==> src/rtl/pipelined_adder_nbit_pkg.sv <==
// Shared constants and types for the pipelined WIDTH-bit add/subtract unit.
package adder_pkg;

  localparam logic OP_ADD = 1'b0;
  localparam logic OP_SUB = 1'b1;

  typedef struct packed {
    logic cout;
    logic ovf;
  } flags_t;

  function automatic int num_stages(input int width, input int chunk);
    return (chunk > 0) ? (width / chunk) : 0;
  endfunction

endpackage

==> src/rtl/pipelined_adder_nbit_if.sv <==
// Operand/result handshake bundle; the adder is the slave, source/consumer the master.
interface pipelined_adder_nbit_if #(
  parameter int WIDTH = 16
);
  logic             in_valid;
  logic             in_ready;
  logic [WIDTH-1:0] in_a;
  logic [WIDTH-1:0] in_b;
  logic             in_cin;
  logic             in_op;
  logic             out_valid;
  logic             out_ready;
  logic [WIDTH-1:0] out_sum;
  logic             out_cout;
  logic             out_ovf;

  modport master (
    output in_valid, in_a, in_b, in_cin, in_op, out_ready,
    input  in_ready, out_valid, out_sum, out_cout, out_ovf
  );

  modport slave (
    input  in_valid, in_a, in_b, in_cin, in_op, out_ready,
    output in_ready, out_valid, out_sum, out_cout, out_ovf
  );
endinterface

==> src/rtl/pipelined_adder_nbit_slice.sv <==
// Combinational CHUNK-bit ripple adder; also exposes the carry into its top bit.
module adder_slice #(
  parameter int CHUNK = 4
) (
  input  logic [CHUNK-1:0] a,
  input  logic [CHUNK-1:0] b,
  input  logic             cin,
  output logic [CHUNK-1:0] sum,
  output logic             cout,
  output logic             c_msb
);
  logic [CHUNK:0] c;

  always_comb begin
    sum  = '0;
    c    = '0;
    c[0] = cin;
    for (int i = 0; i < CHUNK; i++) begin
      sum[i]   = a[i] ^ b[i] ^ c[i];
      c[i+1]   = (a[i] & b[i]) | (c[i] & (a[i] ^ b[i]));
    end
  end

  assign cout  = c[CHUNK];
  assign c_msb = c[CHUNK-1];
endmodule

==> src/rtl/pipelined_adder_nbit.sv <==
// WIDTH-bit add/subtract, carry chain cut into CHUNK-bit slices with one slice per pipeline stage.
module pipelined_adder_nbit
  import adder_pkg::*;
#(
  parameter int WIDTH = 16,
  parameter int CHUNK = 4
) (
  input logic                   clk,
  input logic                   rst_n,
  pipelined_adder_nbit_if.slave bus
);
  localparam int NUM_STAGES = num_stages(WIDTH, CHUNK);

  if (CHUNK < 1 || NUM_STAGES < 1 || (WIDTH % CHUNK) != 0) begin : g_bad_params
    $error("pipelined_adder_nbit: WIDTH must be a positive multiple of CHUNK");
  end

  logic                  adv;
  logic                  rdy_q;
  logic [NUM_STAGES-1:0] vld_q;
  logic [WIDTH-1:0]      a_q   [NUM_STAGES];
  logic [WIDTH-1:0]      b_q   [NUM_STAGES];
  logic [WIDTH-1:0]      sum_q [NUM_STAGES];
  logic                  c_q   [NUM_STAGES];
  logic [WIDTH-1:0]      out_sum_q;
  flags_t                flags_q;

  logic [WIDTH-1:0]      a_src   [NUM_STAGES];
  logic [WIDTH-1:0]      b_src   [NUM_STAGES];
  logic [WIDTH-1:0]      sum_src [NUM_STAGES];
  logic [WIDTH-1:0]      sum_d   [NUM_STAGES];
  logic [NUM_STAGES-1:0] c_src;
  logic [WIDTH-1:0]      slice_a;
  logic [WIDTH-1:0]      slice_b;
  logic [WIDTH-1:0]      slice_sum;
  logic [NUM_STAGES-1:0] slice_cout;
  logic                  slice_cmsb [NUM_STAGES];

  // Whole pipeline moves together; a stalled output freezes every stage, bubbles included.
  assign adv          = !vld_q[NUM_STAGES-1] || bus.out_ready;
  assign bus.in_ready = adv && rdy_q;

  // Stage k operands: stage 0 from the port (B inverted for SUB), later stages from skew regs.
  always_comb begin
    a_src[0]   = bus.in_a;
    b_src[0]   = (bus.in_op == OP_SUB) ? ~bus.in_b : bus.in_b;
    sum_src[0] = '0;
    c_src      = '0;
    c_src[0]   = (bus.in_op == OP_SUB) ? 1'b1 : bus.in_cin;
    for (int k = 1; k < NUM_STAGES; k++) begin
      a_src[k]   = a_q[k-1];
      b_src[k]   = b_q[k-1];
      sum_src[k] = sum_q[k-1];
      c_src[k]   = c_q[k-1];
    end
    slice_a = '0;
    slice_b = '0;
    for (int k = 0; k < NUM_STAGES; k++) begin
      slice_a[k*CHUNK +: CHUNK] = a_src[k][k*CHUNK +: CHUNK];
      slice_b[k*CHUNK +: CHUNK] = b_src[k][k*CHUNK +: CHUNK];
    end
  end

  for (genvar k = 0; k < NUM_STAGES; k++) begin : g_slice
    adder_slice #(.CHUNK(CHUNK)) u_slice (
      .a     (slice_a[k*CHUNK +: CHUNK]),
      .b     (slice_b[k*CHUNK +: CHUNK]),
      .cin   (c_src[k]),
      .sum   (slice_sum[k*CHUNK +: CHUNK]),
      .cout  (slice_cout[k]),
      .c_msb (slice_cmsb[k])
    );
  end

  always_comb begin
    for (int k = 0; k < NUM_STAGES; k++) begin
      sum_d[k]                  = sum_src[k];
      sum_d[k][k*CHUNK +: CHUNK] = slice_sum[k*CHUNK +: CHUNK];
    end
  end

  // Control and output registers: cleared asynchronously so no stale result survives reset.
  always_ff @(posedge clk or negedge rst_n) begin
    if (!rst_n) begin
      rdy_q     <= 1'b0;
      vld_q     <= '0;
      out_sum_q <= '0;
      flags_q   <= '0;
    end else begin
      rdy_q <= 1'b1;
      if (adv) begin
        vld_q        <= (vld_q << 1) | NUM_STAGES'(bus.in_valid && rdy_q);
        out_sum_q    <= sum_d[NUM_STAGES-1];
        flags_q.cout <= slice_cout[NUM_STAGES-1];
        flags_q.ovf  <= slice_cmsb[NUM_STAGES-1] ^ slice_cout[NUM_STAGES-1];
      end
    end
  end

  // Inter-stage data and skew registers; contents of bubble stages are don't-care.
  always_ff @(posedge clk) begin
    if (adv) begin
      for (int k = 0; k < NUM_STAGES - 1; k++) begin
        a_q[k]   <= a_src[k];
        b_q[k]   <= b_src[k];
        sum_q[k] <= sum_d[k];
        c_q[k]   <= slice_cout[k];
      end
    end
  end

  assign bus.out_valid = vld_q[NUM_STAGES-1];
  assign bus.out_sum   = out_sum_q;
  assign bus.out_cout  = flags_q.cout;
  assign bus.out_ovf   = flags_q.ovf;
endmodule

==> src/flat_wrapper.sv <==
// flat-port wrapper written by rule: the top's interface ports become plain ports
module pipelined_adder_nbit_flat import adder_pkg::*;
#(
  parameter int WIDTH = 16,
  parameter int CHUNK = 4
)
  (clk, rst_n, bus_in_valid, bus_in_a, bus_in_b, bus_in_cin, bus_in_op, bus_out_ready, bus_in_ready, bus_out_valid, bus_out_sum, bus_out_cout, bus_out_ovf);
  pipelined_adder_nbit_if #(.WIDTH(WIDTH)) bus_i ();
  input logic clk;
  input logic rst_n;
  input wire logic [$bits(bus_i.in_valid)-1:0] bus_in_valid;
  input wire logic [$bits(bus_i.in_a)-1:0] bus_in_a;
  input wire logic [$bits(bus_i.in_b)-1:0] bus_in_b;
  input wire logic [$bits(bus_i.in_cin)-1:0] bus_in_cin;
  input wire logic [$bits(bus_i.in_op)-1:0] bus_in_op;
  input wire logic [$bits(bus_i.out_ready)-1:0] bus_out_ready;
  output wire logic [$bits(bus_i.in_ready)-1:0] bus_in_ready;
  output wire logic [$bits(bus_i.out_valid)-1:0] bus_out_valid;
  output wire logic [$bits(bus_i.out_sum)-1:0] bus_out_sum;
  output wire logic [$bits(bus_i.out_cout)-1:0] bus_out_cout;
  output wire logic [$bits(bus_i.out_ovf)-1:0] bus_out_ovf;
  assign bus_i.in_valid = bus_in_valid;
  assign bus_i.in_a = bus_in_a;
  assign bus_i.in_b = bus_in_b;
  assign bus_i.in_cin = bus_in_cin;
  assign bus_i.in_op = bus_in_op;
  assign bus_i.out_ready = bus_out_ready;
  assign bus_in_ready = bus_i.in_ready;
  assign bus_out_valid = bus_i.out_valid;
  assign bus_out_sum = bus_i.out_sum;
  assign bus_out_cout = bus_i.out_cout;
  assign bus_out_ovf = bus_i.out_ovf;
  pipelined_adder_nbit #(.WIDTH(WIDTH), .CHUNK(CHUNK)) u_core (.clk(clk), .rst_n(rst_n), .bus(bus_i));
endmodule
==> config.mk <==
export PLATFORM = sky130hd
export DESIGN_NAME = pipelined_adder_nbit_flat
export DESIGN_NICKNAME = d
export VERILOG_FILES = /design/src/rtl/pipelined_adder_nbit_pkg.sv /design/src/rtl/pipelined_adder_nbit_if.sv /design/src/rtl/pipelined_adder_nbit_slice.sv /design/src/rtl/pipelined_adder_nbit.sv /design/src/flat_wrapper.sv
export SDC_FILE = /design/constraint.sdc
export NUM_CORES = 1
export LEC_CHECK = 0
export ABC_AREA = 1
export CORE_MARGIN = 3
export CORE_UTILIZATION = 57
export CTS_CLUSTER_DIAMETER = 60
export DETAILED_ROUTE_END_ITERATION = 6
export PLACE_DENSITY = 0.88
export SETUP_SLACK_MARGIN = 0.3
export SKIP_CTS_REPAIR_TIMING = 1
export SYNTH_ARGS = -nofsm -noshare
export SYNTH_HDL_FRONTEND = slang
export SYNTH_HIERARCHICAL = 1
export SYNTH_SLANG_ARGS = --single-unit
==> constraint.sdc <==
create_clock -name clk -period 5.85 [get_ports clk]
set_input_delay 1.17 -clock clk [delete_from_list [all_inputs] [get_ports clk]]
set_output_delay 1.17 -clock clk [all_outputs]
set_load 0.005 [all_outputs]
Word-level counts from Yosys, hierarchy flattened. Memory sizes are Yosys's and may differ from the RTL's. A register that Yosys moved wholly into a read port is not among the register bits. Cells that the tools add are included. Widths: inputs -> output; s select.

Multiplexer cells: 4. Bitwise logic cells: 83. Reductions and logical operators: 5.

Operators with widths (number): $xor 1x1->1 (33); $and 1x1->1 (32); $mux 16 (1); $not 16->16 (1); $or 1x1->1 (16); $or 4x1->4 (1); $mux 1 (3); $logic_and 1x1->1 (2); $logic_not 1->1 (2); $logic_or 1x1->1 (1).

Register bits: 23. Bits in writable memories: 196. Output and inout bits: 20. Logic and storage cells: 101. Memories kept: 4.

Memories: u_core.a_q (depth 4, width 16, rd ports 3, clocked after memory_dff 0, write ports 3, line pipelined_adder_nbit.sv:21) `logic [WIDTH-1:0] a_q [NUM_STAGES];`; u_core.b_q (depth 4, width 16, rd ports 3, clocked after memory_dff 0, write ports 3, line pipelined_adder_nbit.sv:22) `logic [WIDTH-1:0] b_q [NUM_STAGES];`; u_core.sum_q (depth 4, width 16, rd ports 3, clocked after memory_dff 1, write ports 3, line pipelined_adder_nbit.sv:23) `logic [WIDTH-1:0] sum_q [NUM_STAGES];`; u_core.c_q (depth 4, width 1, rd ports 3, clocked after memory_dff 0, write ports 3, line pipelined_adder_nbit.sv:24) `logic c_q [NUM_STAGES];`.

Longest topological paths before layout.
Word-level depth: 11. Gate-level depth with buffers: 10. Gate-level depth less buffers: 10.

Hierarchy. The synthesis kept the hierarchy.

By module, submodules not included: pipelined_adder_nbit (instances 1, cells each 195, area an instance 3339.5 um^2); adder_slice (instances 4, cells each 12, area an instance 110.1 um^2).

Worst setup path before layout. No wires, ideal clock.

Kind: input port to flip-flop. Start point: input port bus_in_op. End point: memory u_core.sum_q[0][3], data pin. Arrival: 3.023 ns. Slack: 2.557 ns. Stages: 9. Cell sequence: buf_6 -> buf_8 -> xor2_1 -> fa_1 -> inv_1 -> fa_1 -> fa_1 -> inv_1 -> fa_1.

RTL lines: start: declaration (line flat_wrapper.sv:15) `input wire logic [$bits(bus_i.in_op)-1:0] bus_in_op;`; end: declaration (line pipelined_adder_nbit.sv:23).

==> run metrics <==
TritonCTS clock tree yes; Mean Syn Cell Area 15.6 um2; unrepaired setup endpoints after global routing false; outcome complete, no violations; DR DRC count 0; synthesized flop and latch total 98; r2r setup slk 3.66 ns; Starting Density 59.2%; Fillers 408; relative slew slack 24.0%; Synth top area share 59.6%; first-pass GRT wire length 8510 um; Register Area 2830 um2; GRT Overall Usage 15.0%; worst vdd ir 0.395 mV; Main synth FF type edfxtp_1; CTS sink cnt 98; hold path startpoint u_core/a_q[0][30]; Synth area leaders edfxtp_1 60%, dfrtp_1 15%, fa_1 8.5%, nand2_1 6.0%, inv_1 3.8%; crit path kind input port to flop; Tcrit/Tclk final 67.1%; vias per std cell 4.76; row count 29; fmax 0.255 GHz; setup tns final 0 ns; diodes inserted 0; placed cells 371; HPWL Detailed 3530 um; Hold Path Class flop to flop; distinct cell type count after synthesis 17; Worst-Margin Slew 1.14 ns; grt total ovfl 0; Slowest cell on crit path clkdlybuf4s50_1; Synth Instances 243; Die H 87.4 um; CP max stage delay 1.03 ns; Final setup viols 0; GPL Wtd Cong 0.714; largest net degree at the start of global routing 98; cell breakdown of the critical path clkdlybuf4s50_1 -> xor2_1 -> fa_1 -> inv_1 -> fa_1 -> fa_1 -> inv_1 -> fa_1; minimum clock period 3.93 ns; TritonRoute pass-1 iters 4; CP arrival 4.01 ns; clk_lat worst skew 0.35 ns; max cap viols 0; Final Hold Fails 0; sequential area share after synthesis 74.8%; r2r startpoint u_core/a_q[0][44]; Worst Setup Start Kind input port; Hold EP u_core/a_q[0][46]; R2R depth 8; initial antenna violation count 0; chip width 87.4 um; I/O Pins 58; Setup Skew 0.00677 ns; drt wl/cell 13.2 um; Area Overhead vs Synth 21.3%; Net count, final 359; FF-to-FF End u_core/bus.out_sum[15]; Synth Net Count 297; total routed wirelength 5130 um; CTS Buffer Depth 2; Setup crit start bus_in_op; most frequent cell after synthesis edfxtp_1; CTS clk-pin slew, worst paths 0.09 ns; port buffer count 57; CP most frequent cell fa_1; largest area contributor in the netlist edfxtp_1; leakage 1.94 nW; Cell Count, Final, Fillers Out 387; number of synthesized flops with an enable pin 75; CP Capture Type flop; worst-path fanout max 17; DR iter-0 viols 67; Post-Syn Area 3780 um2; Slew Limit Fails 0; number of global-route vias before repair 1908; Hold Path Cell Cnt 0; Worst EP required 5.94 ns; Core Region 6390 um2; layout cell share with drive strength beyond 1 6.45%; multi-input logic area 747 um2; CTS buffer count 9; die area 7640 um2; ys async rst share 23.5%; synth warn 18; via count 1842; Post-synth top cells 75 x edfxtp_1, 60 x nand2_1, 38 x inv_1; CTS root buf clkbuf_8; Antenna Nets Post-Route 0; pwr/cell area 460 nW/um2; CTS HTree Levels 3
-- worst max-delay path: cells and delay by family --
family,cells,cell delay (ns)
buffers and inverters,3,1.17
XOR/XNOR,1,0.28
adder cells (fa/ha/maj),4,1.40
-- worst max path at each step --
| stage | end | slack, ns |
|---|---|---|
| 3_5_place_dp | u_core/sum_q[0][3] | 1.54 |
| 4_1_cts | u_core/sum_q[0][3] | 1.92 |
| 3_3_place_gp | u_core/sum_q[0][3] | 1.69 |
| 2_1_floorplan | u_core/sum_q[0][3] | 2.56 |
| 6_report | u_core/sum_q[0][3] | 1.92 |
| 5_1_grt | u_core/sum_q[0][3] | 1.79 |
-- where the power goes --
group	internal, W	switching (W)	total [W]
clock network	0.000200	0.000224	0.000424
logic	0.000253	0.000261	0.000514
registers	0.00108	0.0000966	0.00117
total	0.00153	0.000581	0.00211
-- sequential cells by signal, summed over array words and instances, names as in the netlist --
register,cells
u_core/a_q,24
u_core/b_q,24
u_core/sum_q,24
u_core/bus.out_sum,16
u_core/vld_q,4
u_core/c_q,3
u_core/bus.out_cout,1
u_core/bus.out_ovf,1
u_core/rdy_q,1
-- cells by family (layout without fill, tap and decap cells) --
| group | count (synthesis) | after routing | synth area share (%) |
|---|---|---|---|
| AOI/OAI and AO/OA | 2 | 2 | 0.265 |
| buffers and inverters | 44 | 111 | 5.56 |
| other | 1 | 1 | 0.0992 |
| adders and majority gates | 16 | 16 | 8.47 |
| xor gates and xnor gates | 16 | 16 | 3.71 |
| and+or+nand+nor | 66 | 66 | 7.08 |
| DFF | 98 | 98 | 74.8 |
-- area by class of cell --
class	instances	area share, %
flip-flops and latches	98	61.7
multi-input cells	101	16.3
repair buffers	57	12.4
inverters	38	3.11
clock buffers	9	2.70
well taps	77	2.10
clock inverters	7	1.69
-- routing by layer --
metal | up-vias | routed length (um) | share of wire, % | track usage, %
li1 | 896 | - | - | -
met1 | 885 | 2140 | 42 | 18.3
met2 | 56 | 2630 | 51 | 25.1
met3 | 5 | 287 | 5.6 | 4.45
met4 | 0 | 69 | 1.3 | 5.86
met5 | - | 0 | 0 | 0
-- cells in the final DEF, fill, tap and decap left out --
cell / synthesis / final
clkdlybuf4s50_1: 0 / 57
bufinv_16: 0 / 1
xor2_1: 16 / 16
nand3_2: 1 / 1
edfxtp_1: 75 / 75
nor2_1: 1 / 1
inv_1: 38 / 38
nand2_4: 0 / 1
o21ai_0: 2 / 2
dfrtp_1: 23 / 23
fa_1: 16 / 16
nor2_4: 1 / 1
inv_6: 0 / 2
or2_2: 1 / 1
nand2_1: 60 / 60
clkbuf_8: 0 / 9
clkinvlp_4: 0 / 4
conb_1: 1 / 1
nand3_1: 1 / 1
-- through the flow --
stage	utilization, %	hold slack, ns	setup slack, ns	instance area, um2	total power, W
after floorplan	-	0.400	2.56	3780	0.00145
after global placement	68.7	0.402	1.69	4380	0.00166
after detailed placement	68.7	0.405	1.54	4380	0.00172
after CTS	71.8	0.419	1.92	4590	0.00214
after global routing	71.8	0.426	1.79	4590	0.00226
final	71.8	0.424	1.92	4590	0.00211
Power figures use the tool's default switching activity.
